`src/rtl/avalon_flit_bridge_mc_if.sv`:
```
// Avalon-MM bus bundle for the multi-channel flit bridge.
// The address carries {channel, reg[2:0]}, with at least one channel bit.
interface avalon_flit_bridge_mc_if #(
    parameter int NUM_CH = 2
) ();
    localparam int CW = (NUM_CH > 1) ? $clog2(NUM_CH) : 1;

    logic [CW+2:0] address;
    logic          read;
    logic          write;
    logic [31:0]   writedata;
    logic [31:0]   readdata;
    logic          irq;

    modport master (
        output address, read, write, writedata,
        input  readdata, irq
    );

    modport slave (
        input  address, read, write, writedata,
        output readdata, irq
    );
endinterface

```
`src/rtl/avalon_flit_bridge_mc.sv`:
```
// Multi-channel Avalon-MM slave bridge to the flit network.
// Each channel owns a TX FIFO feeding the put port, an RX FIFO filled from the
// get port, interrupt enables, sticky error flags and 32-bit traffic counters.
module avalon_flit_bridge_mc #(
    parameter int DATA_W   = 32,
    parameter int NUM_CH   = 2,
    parameter int TX_DEPTH = 4,
    parameter int RX_DEPTH = 4
) (
    input  logic                     CLK,
    input  logic                     RST,
    avalon_flit_bridge_mc_if.slave   bus,
    output logic [NUM_CH*DATA_W-1:0] out_flit,
    output logic [NUM_CH-1:0]        out_en,
    input  logic [NUM_CH-1:0]        out_rdy,
    input  logic [NUM_CH*DATA_W-1:0] in_flit,
    input  logic [NUM_CH-1:0]        in_rdy,
    output logic [NUM_CH-1:0]        in_en
);
    localparam int CW  = (NUM_CH > 1) ? $clog2(NUM_CH) : 1;
    localparam int TPW = $clog2(TX_DEPTH);
    localparam int TCW = TPW + 1;
    localparam int RPW = $clog2(RX_DEPTH);
    localparam int RCW = RPW + 1;

    localparam logic [2:0] REG_STATUS = 3'd0;
    localparam logic [2:0] REG_TXDATA = 3'd1;
    localparam logic [2:0] REG_RXDATA = 3'd2;
    localparam logic [2:0] REG_IRQ_EN = 3'd3;
    localparam logic [2:0] REG_TXCNT  = 3'd4;
    localparam logic [2:0] REG_RXCNT  = 3'd5;

    logic [CW-1:0]        ch_sel;
    logic [2:0]           reg_sel;
    logic                 rd_only;
    logic [NUM_CH*32-1:0] rd_val_flat;
    logic [NUM_CH-1:0]    ch_irq;
    logic [31:0]          rd_mux;
    logic [31:0]          readdata_reg;
    logic                 irq_reg;

    assign ch_sel  = bus.address[CW+2:3];
    assign reg_sel = bus.address[2:0];
    // A write alongside a read wins: the read has no side effects.
    assign rd_only = bus.read && !bus.write;

    genvar gi;
    generate
        for (gi = 0; gi < NUM_CH; gi++) begin : g_ch
            logic              sel;
            logic              tx_wr, tx_push, tx_pop, tx_full, tx_empty;
            logic              rx_rd, rx_push, rx_pop, rx_full, rx_empty;
            logic [DATA_W-1:0] tx_mem [TX_DEPTH];
            logic [DATA_W-1:0] rx_mem [RX_DEPTH];
            logic [TPW-1:0]    tx_wr_ptr_reg, tx_rd_ptr_reg;
            logic [TCW-1:0]    tx_count_reg;
            logic [RPW-1:0]    rx_wr_ptr_reg, rx_rd_ptr_reg;
            logic [RCW-1:0]    rx_count_reg;
            logic [31:0]       tx_cnt_reg, rx_cnt_reg;
            logic [1:0]        irq_en_reg;
            logic              tx_drop_reg, rx_uf_reg;
            logic [31:0]       rd_val;

            assign sel = (ch_sel == CW'(gi));

            assign tx_full  = (tx_count_reg == TCW'(TX_DEPTH));
            assign tx_empty = (tx_count_reg == '0);
            assign rx_full  = (rx_count_reg == RCW'(RX_DEPTH));
            assign rx_empty = (rx_count_reg == '0);

            // Handshakes are judged on the count at the start of the cycle.
            assign out_en[gi] = !RST && out_rdy[gi] && !tx_empty;
            assign in_en[gi]  = !RST && in_rdy[gi] && !rx_full;

            assign tx_wr   = bus.write && sel && (reg_sel == REG_TXDATA);
            assign tx_push = tx_wr && !tx_full;
            assign tx_pop  = out_en[gi];
            assign rx_rd   = rd_only && sel && (reg_sel == REG_RXDATA);
            assign rx_push = in_en[gi];
            assign rx_pop  = rx_rd && !rx_empty;

            assign out_flit[gi*DATA_W +: DATA_W] = tx_mem[tx_rd_ptr_reg];

            // FIFO storage writes; contents need no reset since counts gate use.
            always_ff @(posedge CLK) begin
                if (tx_push)
                    tx_mem[tx_wr_ptr_reg] <= bus.writedata[DATA_W-1:0];
                if (rx_push)
                    rx_mem[rx_wr_ptr_reg] <= in_flit[gi*DATA_W +: DATA_W];
            end

            // TX pointers and occupancy; pointers wrap naturally (power-of-two depth).
            always_ff @(posedge CLK) begin
                if (RST) begin
                    tx_wr_ptr_reg <= '0;
                    tx_rd_ptr_reg <= '0;
                    tx_count_reg  <= '0;
                end else begin
                    if (tx_push)
                        tx_wr_ptr_reg <= tx_wr_ptr_reg + 1'b1;
                    if (tx_pop)
                        tx_rd_ptr_reg <= tx_rd_ptr_reg + 1'b1;
                    if (tx_push && !tx_pop)
                        tx_count_reg <= tx_count_reg + 1'b1;
                    else if (!tx_push && tx_pop)
                        tx_count_reg <= tx_count_reg - 1'b1;
                end
            end

            // RX pointers and occupancy.
            always_ff @(posedge CLK) begin
                if (RST) begin
                    rx_wr_ptr_reg <= '0;
                    rx_rd_ptr_reg <= '0;
                    rx_count_reg  <= '0;
                end else begin
                    if (rx_push)
                        rx_wr_ptr_reg <= rx_wr_ptr_reg + 1'b1;
                    if (rx_pop)
                        rx_rd_ptr_reg <= rx_rd_ptr_reg + 1'b1;
                    if (rx_push && !rx_pop)
                        rx_count_reg <= rx_count_reg + 1'b1;
                    else if (!rx_push && rx_pop)
                        rx_count_reg <= rx_count_reg - 1'b1;
                end
            end

            // Control registers: interrupt enables, sticky flags, traffic counters.
            always_ff @(posedge CLK) begin
                if (RST) begin
                    irq_en_reg  <= '0;
                    tx_drop_reg <= 1'b0;
                    rx_uf_reg   <= 1'b0;
                    tx_cnt_reg  <= '0;
                    rx_cnt_reg  <= '0;
                end else begin
                    if (tx_wr && tx_full)
                        tx_drop_reg <= 1'b1;
                    if (rx_rd && rx_empty)
                        rx_uf_reg <= 1'b1;
                    if (tx_pop)
                        tx_cnt_reg <= tx_cnt_reg + 32'd1;
                    if (rx_push)
                        rx_cnt_reg <= rx_cnt_reg + 32'd1;
                    if (bus.write && sel) begin
                        case (reg_sel)
                            REG_STATUS: begin
                                if (bus.writedata[2])
                                    tx_drop_reg <= 1'b0;
                                if (bus.writedata[3])
                                    rx_uf_reg <= 1'b0;
                            end
                            REG_IRQ_EN: irq_en_reg <= bus.writedata[1:0];
                            // Clearing overrides a same-cycle increment.
                            REG_TXCNT: if (bus.writedata == 32'd0) tx_cnt_reg <= '0;
                            REG_RXCNT: if (bus.writedata == 32'd0) rx_cnt_reg <= '0;
                            default: ;
                        endcase
                    end
                end
            end

            // Read value of the addressed register in this channel.
            always_comb begin
                rd_val = 32'd0;
                case (reg_sel)
                    REG_STATUS: rd_val = {8'h00, 8'(tx_count_reg), 8'(rx_count_reg),
                                          4'h0, rx_uf_reg, tx_drop_reg, !rx_empty, !tx_full};
                    REG_RXDATA: rd_val = rx_empty ? 32'd0 : 32'(rx_mem[rx_rd_ptr_reg]);
                    REG_IRQ_EN: rd_val = {30'd0, irq_en_reg};
                    REG_TXCNT:  rd_val = tx_cnt_reg;
                    REG_RXCNT:  rd_val = rx_cnt_reg;
                    default:    rd_val = 32'd0;
                endcase
            end

            assign rd_val_flat[gi*32 +: 32] = rd_val;
            assign ch_irq[gi] = (irq_en_reg[0] && !rx_empty) || (irq_en_reg[1] && tx_empty);
        end
    endgenerate

    // Channel select for read data; channel indices beyond NUM_CH read as zero.
    always_comb begin
        rd_mux = 32'd0;
        for (int c = 0; c < NUM_CH; c++) begin
            if (ch_sel == CW'(c))
                rd_mux = rd_val_flat[c*32 +: 32];
        end
    end

    // Registered read data (latency 1); holds between reads.
    always_ff @(posedge CLK) begin
        if (RST)
            readdata_reg <= 32'd0;
        else if (bus.write && bus.read)
            readdata_reg <= 32'd0;
        else if (bus.read)
            readdata_reg <= rd_mux;
    end

    // Registered interrupt output.
    always_ff @(posedge CLK) begin
        if (RST)
            irq_reg <= 1'b0;
        else
            irq_reg <= |ch_irq;
    end

    assign bus.readdata = readdata_reg;
    assign bus.irq      = irq_reg;
endmodule

```
`src/flat_wrapper.sv`:
```
// flat-port wrapper written by rule: the top's interface ports become plain ports
module avalon_flit_bridge_mc_flat 
#(
    parameter int DATA_W   = 32,
    parameter int NUM_CH   = 2,
    parameter int TX_DEPTH = 4,
    parameter int RX_DEPTH = 4
)
  (CLK, RST, out_flit, out_en, out_rdy, in_flit, in_rdy, in_en, bus_address, bus_read, bus_write, bus_writedata, bus_readdata, bus_irq);
  avalon_flit_bridge_mc_if #(.NUM_CH(NUM_CH)) bus_i ();
  input  logic CLK;
  input  logic RST;
  output logic [NUM_CH*DATA_W-1:0] out_flit;
  output logic [NUM_CH-1:0] out_en;
  input  logic [NUM_CH-1:0] out_rdy;
  input  logic [NUM_CH*DATA_W-1:0] in_flit;
  input  logic [NUM_CH-1:0] in_rdy;
  output logic [NUM_CH-1:0] in_en;
  input wire logic [$bits(bus_i.address)-1:0] bus_address;
  input wire logic [$bits(bus_i.read)-1:0] bus_read;
  input wire logic [$bits(bus_i.write)-1:0] bus_write;
  input wire logic [$bits(bus_i.writedata)-1:0] bus_writedata;
  output wire logic [$bits(bus_i.readdata)-1:0] bus_readdata;
  output wire logic [$bits(bus_i.irq)-1:0] bus_irq;
  assign bus_i.address = bus_address;
  assign bus_i.read = bus_read;
  assign bus_i.write = bus_write;
  assign bus_i.writedata = bus_writedata;
  assign bus_readdata = bus_i.readdata;
  assign bus_irq = bus_i.irq;
  avalon_flit_bridge_mc #(.DATA_W(DATA_W), .NUM_CH(NUM_CH), .TX_DEPTH(TX_DEPTH), .RX_DEPTH(RX_DEPTH)) u_core (.CLK(CLK), .RST(RST), .bus(bus_i), .out_flit(out_flit), .out_en(out_en), .out_rdy(out_rdy), .in_flit(in_flit), .in_rdy(in_rdy), .in_en(in_en));
endmodule
```
`config.mk`:
```
export PLATFORM = sky130hd
export DESIGN_NAME = avalon_flit_bridge_mc_flat
export DESIGN_NICKNAME = d
export VERILOG_FILES = /design/src/rtl/avalon_flit_bridge_mc_if.sv /design/src/rtl/avalon_flit_bridge_mc.sv /design/src/flat_wrapper.sv
export SDC_FILE = /design/constraint.sdc
export NUM_CORES = 1
export LEC_CHECK = 0
export ABC_AREA = 1
export CORE_UTILIZATION = 45
export CTS_BUF_LIST = sky130_fd_sc_hd__clkbuf_4
export DETAILED_ROUTE_END_ITERATION = 8
export PLACE_DENSITY = 0.65
export SYNTH_ARGS = -nofsm -noshare
export SYNTH_HDL_FRONTEND = slang
export SYNTH_SLANG_ARGS = --single-unit
```
`constraint.sdc`:
```
create_clock -name CLK -period 5.8 [get_ports CLK]
set_input_delay 0.58 -clock CLK [delete_from_list [all_inputs] [get_ports CLK]]
set_output_delay 0.58 -clock CLK [all_outputs]
set_load 0.02 [all_outputs]
```
==> results of run 1 <==
-- metrics by stage --
stage | setup WS, ns | power, uW | util | area, sq um
floorplan | 2.52 | 6090 | - | 31700
global placement | 1.72 | 6460 | 0.501 | 34600
detailed placement | 1.64 | 6460 | 0.501 | 34600
CTS | 1.29 | 10900 | 0.537 | 37100
global route | 1.12 | 11300 | 0.537 | 37100
finish | 1.37 | 10800 | 0.537 | 37100
-- power breakdown --
part / internal [uW] / leakage (uW) / switching, uW
Clock: 2320 / 0.00147 / 2160
Combinational: 247 / 0.00505 / 502
Sequential: 5570 / 0.00628 / 41.5
-- layout by cell type (no fill, tap or decap), types with 5 or more instances in the layout --
cell type | synthesis | final
a21oi_1 | 138 | 138
buf_4 | 6 | 20
clkbuf_4 | 0 | 276
clkdlybuf4s50_1 | 0 | 208
clkinv_1 | 7 | 47
clkinv_2 | 0 | 7
dfxtp_1 | 205 | 201
edfxtp_1 | 512 | 512
ha_1 | 24 | 24
inv_1 | 287 | 287
inv_2 | 5 | 5
inv_8 | 0 | 5
nand2_1 | 701 | 701
nand3_1 | 158 | 158
nand4_1 | 35 | 35
nor2_1 | 703 | 687
nor2_4 | 1 | 17
nor3_1 | 31 | 31
o211ai_1 | 26 | 26
o21ai_0 | 335 | 335
o22ai_1 | 65 | 65
xnor2_1 | 8 | 8
xor2_1 | 42 | 42
-- metal layers --
metal	up-vias	wire length, um
met3	161	6850
li1	12200	-
met1	11600	37400
met5	-	73
met2	971	39200
met4	10	2780
-- area by class of cell --
cell class | count | area, sq um
Clock inverter | 63 | 424
Inverter | 299 | 1120
Antenna cell | 3 | 7.51
Fill cell | 6255 | 32000
Multi-Input combinational cell | 2301 | 10600
Sequential cell | 717 | 19500
Tap cell | 931 | 1160
Timing Repair Buffer | 228 | 2230
Clock buffer | 276 | 2070
-- final timing paths --
| path | slack (ns) | endpoint | startpoint |
|---|---|---|---|
| worst max register to register | 2.80 | u_core.g_ch[0].rx_count_reg[2]$_SDFFE_PP0P_ | u_core.g_ch[0].rx_count_reg[0]$_SDFFE_PP0P_ |
| worst min register to register | 0.47 | flip-flop | u_core.g_ch[0].tx_rd_ptr_reg[1]$_SDFFE_PP0P_ |
| worst min-delay path | 0.17 | u_core.g_ch[1].rx_mem[0][20]$_DFFE_PP_ | in_flit[52] |
| worst max-delay path | 1.37 | out_flit[3] | flip-flop |
-- kinds of logic (layout without fill, tap and decap cells) --
kind of cell / after synthesis / in the layout / synth area share
compound gates: 574 / 574 / 0.0961
flops: 717 / 717 / 0.615
xor+xnor: 50 / 50 / 0.0138
fa+ha+maj: 28 / 28 / 0.0120
buf+inv: 442 / 866 / 0.0546
simple gates: 1649 / 1649 / 0.208
other cells: 0 / 3 / 0
==> run metrics, run 1 <==
GR Overflow Total=0; fin crit period=4.43 ns; initial antenna violation count=7; cell with the most instances after synthesis=nor2_1; number of max-cap violations=0; grt peak-use layer=met2; Power Dens Cells=292 nW/um^2; die area=71400 sq um; Non-Filler Instances=4818; critical path fanouts, max=65; CTS tree=built; largest net degree at the start of global routing=92; clock latency on the worst-skew pair=1.07 ns; H-tree Lvls=4; Net count, final=3869; Startpoint Class=flip-flop; Slew Limit Fails=0; GR Layer Usage met1=0.321; GPL Wtd Cong=0.947; drc violations=0; largest buffer count on any clock path=3; I/O pin total=209; worst-margin pin slew=1.37 ns; f_max=0.226 GHz; synthesized cell area=31700 sq um; top cells by area, synth=edfxtp_1, dfxtp_1, nor2_1; biggest registers after layout=u_core.g_ch.rx_mem (256), u_core.g_ch.tx_mem (256); R2R depth=11; Post-CTS Repair Setup Buffers=0; Leakage=0.0128 uW; # rows=96; ys flop type=edfxtp_1; post-CTS sizing=0; YS warnings=0; global-route met3 utilization=0.0583; total core area=69100 sq um; kind of critical path=reg -> out; CP max stage cell=clkinv_1; Die Width=267 um; Starting Density=0.458; worst path required time=5.22 ns; Hold Path Depth=1; First DRT Iteration DRCs=2190; cell mode on critical path=buf_4; post-synth top area share=0.486; wire length per cell after detailed routing=17.9 um; crit end category=output port; post-synthesis register bit count=717; Inst Count DP=4476; clock root cell=clkbuf_4; height of the die=267 um; met2 usage=0.374; WHS=0.170 ns; Synth top cells by count=nor2_1, nand2_1, edfxtp_1; RSZ-0062 raised after global routing=false; DR vias/cell=5.19; Top delay family on crit path=buffers and inverters; cell depth of the worst setup path=6; outcome=complete, no violations; syn_nets=3596; Total GRT Usage=0.242; post-detail-place hpwl=56.9 mm; vias in the first global route=23.5k; total number of vias=25.0k; drt total wl=86.3 mm; max incr delay on CP=0.58 ns; first-pass GRT wire length=131 mm; DRT Pass-1 Iters=5; # hold bufs at CTS=0; crit-path cells=buf_4 > clkinv_1 > buf_4 > o21ai_0 > o22ai_1 > clkdlybuf4s50_1; Final ANT Viol Nets=0; CP Buf/Inv Count=4; leading area contributor after synthesis=edfxtp_1; clock-pin slew on the worst setup and hold paths=0.07 ns; Post-Syn Area per Cell=9.15 sq um; register area share after synthesis=0.615; Final Cycle Share=0.765; synth unique cells=38; share of layout cells above drive strength 1=0.0917; ys async rst share=0; CP arrival=3.85 ns; number of flops mapped to enable cells by yosys=512; Peak VDD IR=230 uV; setup TNS=0 ns; Syn-to-layout area delta=17.1%; clock sinks=717; final hold vios=0; Max Clock Skew=0.0808 ns; CTS buffer count=186; worst hold path type=in -> reg; setup violators final=0; Syn Inst Count=3460; relative slew slack=0.0861; Port Buffers=208
Power figures use the tool's default switching activity.
==> run 2, diff against run 1 <==
==> constraint.sdc (replaced) <==
create_clock -name CLK -period 4.1 [get_ports CLK]
set_input_delay 0.41 -clock CLK [delete_from_list [all_inputs] [get_ports CLK]]
set_output_delay 0.41 -clock CLK [all_outputs]
set_load 0.02 [all_outputs]
==> run 2 against run 1 <==
Compared with the run above: flip-flop and latch count did not move; count of clock-buffer cells in the layout rose by 14; setup slack got worse by 1.1 ns; largest cell class unchanged; cell count rose by 1.9%; highest routed layer unchanged; first-iteration DRC count rose by 6.2%; critical path depth fell by 2; clock skew rose by 0.0012 ns.
==> run metrics, run 2 (synthesis gave the netlist of run 1 again) <==
Slew Limit Fails=0 (unchanged); critical path fanouts, max=34 (-48%); outcome=complete, no violations; Starting Density=0.458 (unchanged); initial antenna violation count=4 (-3); Syn-to-layout area delta=19.9%; final hold vios=0 (unchanged); CP Buf/Inv Count=2 (-2); # rows=96 (unchanged); height of the die=267 um (unchanged); Port Buffers=208 (unchanged); crit-path cells=buf_4 > o21ai_0 > o22ai_1 > clkdlybuf4s50_1; worst path required time=3.69 ns (-1.53 ns); CP max stage cell=dfxtp_2; setup violators final=0 (unchanged); drt total wl=87.1 mm (+0.92%); Non-Filler Instances=4909 (+1.9%); kind of critical path=reg -> out; Top delay family on crit path=buffers and inverters; clock latency on the worst-skew pair=1.07 ns (about the same); worst-margin pin slew=0.934 ns (-0.435 ns); Total GRT Usage=0.244 (+0.00285); H-tree Lvls=4 (unchanged); DRT Pass-1 Iters=7 (+2); Max Clock Skew=0.0820 ns (+0.00124 ns); crit end category=output port; CTS tree=built; share of layout cells above drive strength 1=0.102 (+0.0108); max incr delay on CP=0.70 ns (+0.12 ns); clock-pin slew on the worst setup and hold paths=0.07 ns (about the same); most common cell after layout, fill and taps aside=nand2_1; post-detail-place hpwl=56.9 mm (about the same); R2R Setup Slk=1.52 ns (-1.28 ns); RSZ-0062 raised after global routing=false; clock root cell=clkbuf_4; GPL Wtd Cong=0.927 (-2.2%); Die Width=267 um (unchanged); I/O pin total=209 (unchanged); Post-CTS Repair Setup Buffers=0 (unchanged); clock sinks=717 (unchanged); Reg area=19500 sq um (unchanged); Peak VDD IR=289 uV (+26%); final instance area=38000 sq um (+2.4%); wire length per cell after detailed routing=17.7 um (-0.95%); die area=71400 sq um (unchanged); f_max=0.264 GHz; Startpoint Class=flip-flop; Power Dens Cells=407 nW/um^2 (+39%); largest net degree at the start of global routing=65 (-29%); drc violations=0 (unchanged); # fillers=6200 (-0.88%); Net count, final=3966 (+2.5%); area of the multi-input gates=10600 sq um (unchanged); CP arrival=3.38 ns (-0.47 ns); First DRT Iteration DRCs=2326 (+6.2%); Inst Count DP=4518 (+0.94%); total core area=69100 sq um (unchanged); fin crit period=3.79 ns; total number of vias=25.5k (+1.9%); biggest registers after layout=u_core.g_ch.rx_mem (256), u_core.g_ch.tx_mem (256); Final Cycle Share=0.923; vias in the first global route=23.8k (+1.3%); first-pass GRT wire length=133 mm (+1.8%); placed cell area=34900 sq um (+0.95%); Final ANT Viol Nets=0 (unchanged); DR vias/cell=5.19 (about the same); CTS buffer count=185 (-0.54%); setup TNS=0 ns (unchanged); GR Overflow Total=0 (unchanged); relative slew slack=0.377 (+0.291); most frequent cells in the layout=nand2_1, nor2_1, edfxtp_1, o21ai_0, clkbuf_4; largest buffer count on any clock path=3 (unchanged); worst hold path type=in -> reg; number of max-cap violations=0 (unchanged); Leakage=0.0133 uW (+3.6%)
-- run 2: changes by cell type in the layout (fill, tap and decap cells not counted), sizes merged --
cell / before / now
clkbuf: 276 / 290
inv: 301 / 299
buf: 20 / 62
dlygate4sd3: 0 / 56
clkinv: 58 / 38
diode: 3 / 4
-- run 2: layout make-up --
class,count,area share
Sequential cell,717,0.513
Multi-Input combinational cell,2301,0.279
Timing Repair Buffer,326,0.0822
Clock buffer,290,0.0573
Tap cell,931,0.0307
Inverter,299,0.0296
Clock inverter,41,0.00814
Antenna cell,4,0.000264
-- run 2: final timing paths --
| kind | cells past startpoint | endpoint | startpoint |
|---|---|---|---|
| setup / recovery | 4 | out_flit[32] | flip-flop |
| hold / removal | 1 | u_core.g_ch[0].tx_mem[2][21]$_DFFE_PP_ | bus_writedata[21] |
| setup reg to reg | 8 | u_core.bus.readdata[0]$_SDFFE_PP0P_ | flip-flop |
| hold reg to reg | 1 | flip-flop | u_core.g_ch[0].rx_rd_ptr_reg[0]$_SDFFE_PP0P_ |
-- run 2: metal layers --
metal | wire [um] | track usage
met4 | 2470 | 0.0944
met2 | 40100 | 0.387
met3 | 6380 | 0.0497
met1 | 38100 | 0.330
met5 | 24 | 0
-- run 2: stage by stage --
| step | setup slack (ns) | hold slack (ns) | util | total power (uW) |
|---|---|---|---|---|
| finish | 0.315 | 0.106 | 0.550 | 15400 |
| CTS | 0.202 | 0.00702 | 0.550 | 15600 |
| global route | 0.0941 | 0.0436 | 0.550 | 16100 |
| global placement | 0.807 | 0.454 | 0.506 | 9160 |
| detailed placement | 0.800 | 0.458 | 0.506 | 9170 |
| floorplan | 0.990 | 0.436 | - | 8610 |
-- run 2: timing repair --
action / in CTS / in global routing
endpoints found under the setup margin: 0 / 0
hold buffers: 56 / 0
hold endpoints to repair: 212 / 0
gates resized for setup: 0 / 0
-- run 2: report_power, final --
part	switching (uW)	internal, uW	total, uW
registers	66.2	7880	7940
clock network	3010	3370	6380
logic	719	404	1120
total	3790	11700	15400
